`src/rtl/rtc_apb_master_pkg.sv`:
```
// Shared types for the RTC APB requester: FSM states, latched command and response payload.
package rtc_apb_pkg;

  localparam int APB_ADDR_W = 32;
  localparam int APB_DATA_W = 32;

  typedef enum logic [1:0] {
    IDLE   = 2'd0,
    SETUP  = 2'd1,
    ACCESS = 2'd2,
    RESP   = 2'd3
  } apb_mst_state_e;

  typedef struct packed {
    logic                  write;
    logic [APB_ADDR_W-1:0] addr;
    logic [APB_DATA_W-1:0] wdata;
  } apb_req_t;

  typedef struct packed {
    logic [APB_DATA_W-1:0] rdata;
    logic                  err;
    logic                  timeout;
  } apb_rsp_t;

  // Only word-aligned accesses reach the register file.
  function automatic logic addr_misaligned(input logic [1:0] addr_lsb);
    return (addr_lsb != 2'b00);
  endfunction

endpackage

```
`src/rtl/rtc_apb_master_if.sv`:
```
// APB3 bus between the RTC requester (master) and the register file completer (slave).
interface rtc_apb_master_if #(
  parameter int ADDR_W = 32,
  parameter int DATA_W = 32
) ();

  logic              PSEL;
  logic              PENABLE;
  logic              PWRITE;
  logic [ADDR_W-1:0] PADDR;
  logic [DATA_W-1:0] PWDATA;
  logic [DATA_W-1:0] PRDATA;
  logic              PREADY;
  logic              PSLVERR;

  modport master (
    output PSEL, PENABLE, PWRITE, PADDR, PWDATA,
    input  PRDATA, PREADY, PSLVERR
  );

  modport slave (
    input  PSEL, PENABLE, PWRITE, PADDR, PWDATA,
    output PRDATA, PREADY, PSLVERR
  );

endinterface

```
`src/rtl/rtc_apb_master.sv`:
```
// APB3 requester: one APB transfer per accepted command, result returned on a valid/ready channel.
// All outputs are registers loaded from the next-state logic, so they change on the same edge as the FSM.
module rtc_apb_master
  import rtc_apb_pkg::*;
#(
  parameter int ADDR_W         = APB_ADDR_W,
  parameter int DATA_W         = APB_DATA_W,
  parameter int TIMEOUT_CYCLES = 16
) (
  input  logic              clk_i,
  input  logic              rst_i,
  input  logic              req_valid_i,
  output logic              req_ready_o,
  input  logic              req_write_i,
  input  logic [ADDR_W-1:0] req_addr_i,
  input  logic [DATA_W-1:0] req_wdata_i,
  output logic              rsp_valid_o,
  input  logic              rsp_ready_i,
  output logic [DATA_W-1:0] rsp_rdata_o,
  output logic              rsp_err_o,
  output logic              rsp_timeout_o,
  output logic              busy_o,
  rtc_apb_master_if.master  apb
);

  localparam int CNT_W = (TIMEOUT_CYCLES > 0) ? $clog2(TIMEOUT_CYCLES + 1) : 1;
  localparam logic [CNT_W-1:0] CNT_MAX   = '1;
  localparam logic [CNT_W-1:0] CNT_LIMIT = CNT_W'(TIMEOUT_CYCLES);

  apb_mst_state_e   state_r, state_s;
  apb_req_t         bus_r, bus_s;
  apb_rsp_t         rsp_r, rsp_s;
  logic [CNT_W-1:0] wait_cnt_r, wait_cnt_s, cnt_inc_s;
  logic             psel_r, psel_s;
  logic             penable_r, penable_s;
  logic             req_ready_r, req_ready_s;
  logic             rsp_valid_r, rsp_valid_s;
  logic             busy_r, busy_s;

  // Next-state, next-output and wait-counter logic.
  always_comb begin
    state_s     = state_r;
    bus_s       = bus_r;
    rsp_s       = rsp_r;
    wait_cnt_s  = wait_cnt_r;
    psel_s      = 1'b0;
    penable_s   = 1'b0;
    rsp_valid_s = 1'b0;
    cnt_inc_s   = (wait_cnt_r == CNT_MAX) ? wait_cnt_r : wait_cnt_r + {{(CNT_W-1){1'b0}}, 1'b1};

    case (state_r)
      IDLE: begin
        if (req_valid_i && req_ready_r) begin
          if (addr_misaligned(req_addr_i[1:0])) begin
            // Rejected locally; the bus keeps its previous values.
            state_s       = RESP;
            rsp_s.rdata   = '0;
            rsp_s.err     = 1'b1;
            rsp_s.timeout = 1'b0;
            rsp_valid_s   = 1'b1;
          end else begin
            state_s     = SETUP;
            psel_s      = 1'b1;
            bus_s.write = req_write_i;
            bus_s.addr  = req_addr_i;
            bus_s.wdata = req_write_i ? req_wdata_i : '0;
            wait_cnt_s  = '0;
          end
        end else begin
          state_s = IDLE;
        end
      end

      SETUP: begin
        state_s   = ACCESS;
        psel_s    = 1'b1;
        penable_s = 1'b1;
      end

      ACCESS: begin
        if (apb.PREADY) begin
          state_s       = RESP;
          rsp_s.err     = apb.PSLVERR;
          rsp_s.timeout = 1'b0;
          rsp_s.rdata   = (!bus_r.write && !apb.PSLVERR) ? apb.PRDATA : '0;
          rsp_valid_s   = 1'b1;
        end else if ((TIMEOUT_CYCLES != 0) && (cnt_inc_s == CNT_LIMIT)) begin
          // Hung completer: drop the transfer mid-ACCESS.
          state_s       = RESP;
          rsp_s.err     = 1'b1;
          rsp_s.timeout = 1'b1;
          rsp_s.rdata   = '0;
          rsp_valid_s   = 1'b1;
          wait_cnt_s    = cnt_inc_s;
        end else begin
          psel_s     = 1'b1;
          penable_s  = 1'b1;
          wait_cnt_s = cnt_inc_s;
        end
      end

      RESP: begin
        if (rsp_ready_i) begin
          state_s = IDLE;
        end else begin
          rsp_valid_s = 1'b1;
        end
      end

      default: begin
        state_s = IDLE;
      end
    endcase

    req_ready_s = (state_s == IDLE);
    busy_s      = (state_s != IDLE);
  end

  // State and output registers; reset drops the bus and any pending response at once.
  always_ff @(posedge clk_i or posedge rst_i) begin
    if (rst_i) begin
      state_r     <= IDLE;
      bus_r       <= '0;
      rsp_r       <= '0;
      wait_cnt_r  <= '0;
      psel_r      <= 1'b0;
      penable_r   <= 1'b0;
      req_ready_r <= 1'b0;
      rsp_valid_r <= 1'b0;
      busy_r      <= 1'b0;
    end else begin
      state_r     <= state_s;
      bus_r       <= bus_s;
      rsp_r       <= rsp_s;
      wait_cnt_r  <= wait_cnt_s;
      psel_r      <= psel_s;
      penable_r   <= penable_s;
      req_ready_r <= req_ready_s;
      rsp_valid_r <= rsp_valid_s;
      busy_r      <= busy_s;
    end
  end

  assign req_ready_o   = req_ready_r;
  assign rsp_valid_o   = rsp_valid_r;
  assign rsp_rdata_o   = rsp_r.rdata;
  assign rsp_err_o     = rsp_r.err;
  assign rsp_timeout_o = rsp_r.timeout;
  assign busy_o        = busy_r;
  assign apb.PSEL      = psel_r;
  assign apb.PENABLE   = penable_r;
  assign apb.PWRITE    = bus_r.write;
  assign apb.PADDR     = bus_r.addr;
  assign apb.PWDATA    = bus_r.wdata;

endmodule

```
`src/flat_wrapper.sv`:
```
// flat-port wrapper written by rule: the top's interface ports become plain ports
module rtc_apb_master_flat import rtc_apb_pkg::*;
#(
  parameter int ADDR_W         = APB_ADDR_W,
  parameter int DATA_W         = APB_DATA_W,
  parameter int TIMEOUT_CYCLES = 16
)
  (clk_i, rst_i, req_valid_i, req_ready_o, req_write_i, req_addr_i, req_wdata_i, rsp_valid_o, rsp_ready_i, rsp_rdata_o, rsp_err_o, rsp_timeout_o, busy_o, apb_PSEL, apb_PENABLE, apb_PWRITE, apb_PADDR, apb_PWDATA, apb_PRDATA, apb_PREADY, apb_PSLVERR);
  rtc_apb_master_if #(.ADDR_W(ADDR_W), .DATA_W(DATA_W)) apb_i ();
  input  logic clk_i;
  input  logic rst_i;
  input  logic req_valid_i;
  output logic req_ready_o;
  input  logic req_write_i;
  input  logic [ADDR_W-1:0] req_addr_i;
  input  logic [DATA_W-1:0] req_wdata_i;
  output logic rsp_valid_o;
  input  logic rsp_ready_i;
  output logic [DATA_W-1:0] rsp_rdata_o;
  output logic rsp_err_o;
  output logic rsp_timeout_o;
  output logic busy_o;
  output wire logic [$bits(apb_i.PSEL)-1:0] apb_PSEL;
  output wire logic [$bits(apb_i.PENABLE)-1:0] apb_PENABLE;
  output wire logic [$bits(apb_i.PWRITE)-1:0] apb_PWRITE;
  output wire logic [$bits(apb_i.PADDR)-1:0] apb_PADDR;
  output wire logic [$bits(apb_i.PWDATA)-1:0] apb_PWDATA;
  input wire logic [$bits(apb_i.PRDATA)-1:0] apb_PRDATA;
  input wire logic [$bits(apb_i.PREADY)-1:0] apb_PREADY;
  input wire logic [$bits(apb_i.PSLVERR)-1:0] apb_PSLVERR;
  assign apb_PSEL = apb_i.PSEL;
  assign apb_PENABLE = apb_i.PENABLE;
  assign apb_PWRITE = apb_i.PWRITE;
  assign apb_PADDR = apb_i.PADDR;
  assign apb_PWDATA = apb_i.PWDATA;
  assign apb_i.PRDATA = apb_PRDATA;
  assign apb_i.PREADY = apb_PREADY;
  assign apb_i.PSLVERR = apb_PSLVERR;
  rtc_apb_master #(.ADDR_W(ADDR_W), .DATA_W(DATA_W), .TIMEOUT_CYCLES(TIMEOUT_CYCLES)) u_core (.clk_i(clk_i), .rst_i(rst_i), .req_valid_i(req_valid_i), .req_ready_o(req_ready_o), .req_write_i(req_write_i), .req_addr_i(req_addr_i), .req_wdata_i(req_wdata_i), .rsp_valid_o(rsp_valid_o), .rsp_ready_i(rsp_ready_i), .rsp_rdata_o(rsp_rdata_o), .rsp_err_o(rsp_err_o), .rsp_timeout_o(rsp_timeout_o), .busy_o(busy_o), .apb(apb_i));
endmodule
```
`config.mk`:
```
export PLATFORM = sky130hd
export DESIGN_NAME = rtc_apb_master_flat
export DESIGN_NICKNAME = d
export VERILOG_FILES = /design/src/rtl/rtc_apb_master_pkg.sv /design/src/rtl/rtc_apb_master_if.sv /design/src/rtl/rtc_apb_master.sv /design/src/flat_wrapper.sv
export SDC_FILE = /design/constraint.sdc
export NUM_CORES = 1
export LEC_CHECK = 0
export CORE_UTILIZATION = 40
export DETAILED_ROUTE_END_ITERATION = 16
export PLACE_DENSITY = 0.83
export SLEW_MARGIN = 30
export SYNTH_ARGS = -nofsm -noshare
export SYNTH_HDL_FRONTEND = slang
export SYNTH_SLANG_ARGS = --single-unit
export TNS_END_PERCENT = 100
```
`constraint.sdc`:
```
create_clock -name clk_i -period 4.4 [get_ports clk_i]
set_input_delay 0.44 -clock clk_i [delete_from_list [all_inputs] [get_ports clk_i]]
set_output_delay 0.44 -clock clk_i [all_outputs]
set_load 0.05 [all_outputs]
```
==> results.md <==
- Outcome: finished, final reports clean
- RSZ-0062 raised after global routing: false
- Gr usage total: 20.3%
- # DRC: 0
- Asr flop ratio synth: 100%
- Reg2reg end: u_core.rsp_rdata_o[8]
- Die Area: 11700 um^2
- Num rows: 38
- Top-Level Pins: 207
- DR iter-0 viols: 156
- Clock slew seen by the registers of the worst setup and hold paths: 0.10 ns
- Vias: 3894
- Worst hold start: u_core.apb.PWDATA[31]
- DR pass1 iterations: 4
- Relative slew slack: 49.6%
- Area Growth Syn to Fin: 51.9%
- Post-layout minimum cycle time: 2.40 ns
- Port bufs: 206
- Number of clock sinks: 111
- Worst hold margin: 0.472 ns
- Hold Buf Count CTS: 0
- CTS Root Buffer Type: clkbuf_8
- Peak supply drop: 0.435 mV
- PwrDens: 707 nW/um^2
- RD Place Congestion: 0.790
- Fill cells: 901
- Largest net degree at the start of global routing: 87
- Final Hold Viols: 0
- Mean post-synth cell area: 10.2 um^2
- FMAX: 0.417 GHz
- TNS Setup: 0 ns
- Core ar.: 10900 um^2
- Vias in the first global route: 3868
- Post-CTS Resized: 0
- Leak Pwr: 3.23 nW
- Setup Viol. Count Final: 0
- Antenna cell count: 0
- Critical Path Fanout Max: 19
- WP data required: 4.69 ns
- Initial antenna violation count: 0
- Reg-to-reg critical path startpoint: u_core.wait_cnt_r[0]
- Final max-slew violation count: 0
- TritonCTS clock tree: yes
- Hold Crit Class: reg -> reg
- Cells on Worst Hold Path: 2
- Clock skew: 0.0134 ns
- CP top delay family: compound AO/OA/AOI/OAI gates
- Vias per cell: 4.97
- DIE WIDTH: 108 um
- Placed Area: 6670 um^2
- Synth Flop Type: dfrtp_1
- H-tree Lvls: 3
- Crit end category: register
- Worst-Skew Late Latency: 0.36 ns
- Worst path slowest cell: o311ai_4
- Syn nets: 551
- Reg-to-reg slack, setup: 2.00 ns
- Yosys top cell area share: 61.7%
- Worst r2r path cells: 6
- Synth unique cells: 36
- Starting density of the core: 41.3%
- Ys Warns: 0
- # Max-Cap Violations: 0
- Dpl hpwl: 8.66 mm
- CP Class: reg -> reg
- Fin crit share: 54.5%
- WL final: 11.7 mm
- Worst hold endpoint: u_core.apb.PWDATA[31]
- Flops & latches, synth: 111
- Post-synth top area cell: dfrtp_1
- CTS Buf Count: 9
- WP data arrival: 2.69 ns
- Die height: 108 um
- Overall Power: 4.83 mW
- Crit-path cells: ha_1, nand4_2, a31o_4, o311ai_4, buf_8, a22o_1
- Seq/Total Area, Yosys: 61.7%
- WP buf/inv: 1
- Global route overflow: 0
- Remaining antenna violation count: 0
- Synth top area cells: dfrtp_1 (62%), nand2_1 (14%), a22o_1 (6.2%)
- Worst-Margin Slew: 0.754 ns
- Layout cell share with drive strength beyond 1: 4.98%
- Mapped Area: 4500 um^2
- Number of post-CTS setup repair buffers: 0
- Cells after Synth: 443
- CP Launch Type: register
- CP peak stage delay: 0.63 ns
- Cell area after layout: 6840 um^2
- EDFF count, synth: 0
- Worst-case clock buffer depth: 2
- First-pass GRT wire length: 18.3 mm
- # nets final: 747
- WL per Instance: 15.0 um
==> routing by layer <==
layer	global-route usage [%]	vias to the layer above	part of all wire, %
li1	-	1858	-
met1	22.9	1864	40
met2	36.0	161	50
met3	6.63	11	9.2
met4	6.85	0	1.3
met5	0	-	0
==> per-stage QoR <==
step           worst slack, ns  util, %  instances
3_3_place_gp              1.66     61.0        766
5_1_grt                   1.89     62.8        783
3_5_place_dp              2.02     61.2        768
6_report                  2.00     62.8        783
2_1_floorplan             1.03        -        443
4_1_cts                   2.01     62.8        783
==> cell usage after synthesis (all sizes together), types with 5 or more instances <==
cell and instances:
a21oi 7, a22o 32, and2 5, buf 9, clkbuf 17, dfrtp 111
ha 5, inv 14, nand2 168, nand3 36, nor2 7
==> tightest hold or removal path: stages, from the launching register on <==
cell     delay (ns)
dfrtp_1        0.35
nand2_1        0.05
nand2_1        0.05
==> sequential cells by signal (all words and copies together) (netlist names) <==
| signal | flops |
|---|---|
| u_core.apb.PADDR | 32 |
| u_core.apb.PWDATA | 32 |
| u_core.rsp_rdata_o | 32 |
| u_core.wait_cnt_r | 5 |
| u_core.state_r | 2 |
| u_core.apb.PENABLE | 1 |
| u_core.apb.PSEL | 1 |
| u_core.apb.PWRITE | 1 |
| u_core.busy_o | 1 |
| u_core.req_ready_o | 1 |
| u_core.rsp_err_o | 1 |
| u_core.rsp_timeout_o | 1 |
| u_core.rsp_valid_o | 1 |
==> layout make-up <==
cell class              instances  area, um^2  share of cell area [%]
multi-input cells             292        1550                    22.7
clock buffers                   9         124                    1.81
inverters                      14        57.6                   0.842
well taps                     140         175                    2.56
clock inverters                 6        45.0                   0.659
flip-flops and latches        111        2780                    40.6
repair buffers                211        2110                    30.8
==> where the power goes <==
| part | switching (mW) | internal (mW) | total [mW] |
|---|---|---|---|
| Sequential | 0.210 | 1.38 | 1.59 |
| Clock | 0.337 | 0.207 | 0.544 |
| Combinational | 1.81 | 0.887 | 2.70 |
==> worst max path at each step <==
stage               cells after the start                     end            startpoint  slack [ns]
floorplan                               1     u_core.apb.PADDR[0]                 rst_i        1.03
global placement                        6    u_core.wait_cnt_r[3]           req_valid_i        1.66
detailed placement                      4    u_core.wait_cnt_r[3]         req_addr_i[1]        2.02
CTS                                     6  u_core.rsp_rdata_o[19]  u_core.wait_cnt_r[0]        2.01
global route                            6  u_core.rsp_rdata_o[11]  u_core.wait_cnt_r[0]        1.89
finish                                  6   u_core.rsp_rdata_o[8]  u_core.wait_cnt_r[0]        2.00
==> placed cells by master (no fill, tap or decap), types with 4 or more instances in the layout <==
master	synthesis	layout
a22o_1	32	32
ha_1	5	5
nand3_1	35	35
o21ai_0	4	4
inv_1	14	13
and2_1	4	4
clkdlybuf4s50_1	0	205
nor2_1	7	7
dfrtp_1	111	111
a211oi_1	4	4
clkbuf_8	0	9
nand2_1	168	168
a21oi_1	7	7
==> cells by family (layout without fill, tap and decap cells) <==
group | count (synthesis) | after routing | share of synthesized area (%)
muxes | 1 | 1 | 0.222
buffers and inverters | 40 | 240 | 4.03
and+or+nand+nor | 225 | 225 | 21.2
AOI/OAI and AO/OA | 61 | 61 | 11.4
adders and majority gates | 5 | 5 | 1.39
DFF | 111 | 111 | 61.7
No activity file was read; power rests on OpenSTA's default activity.
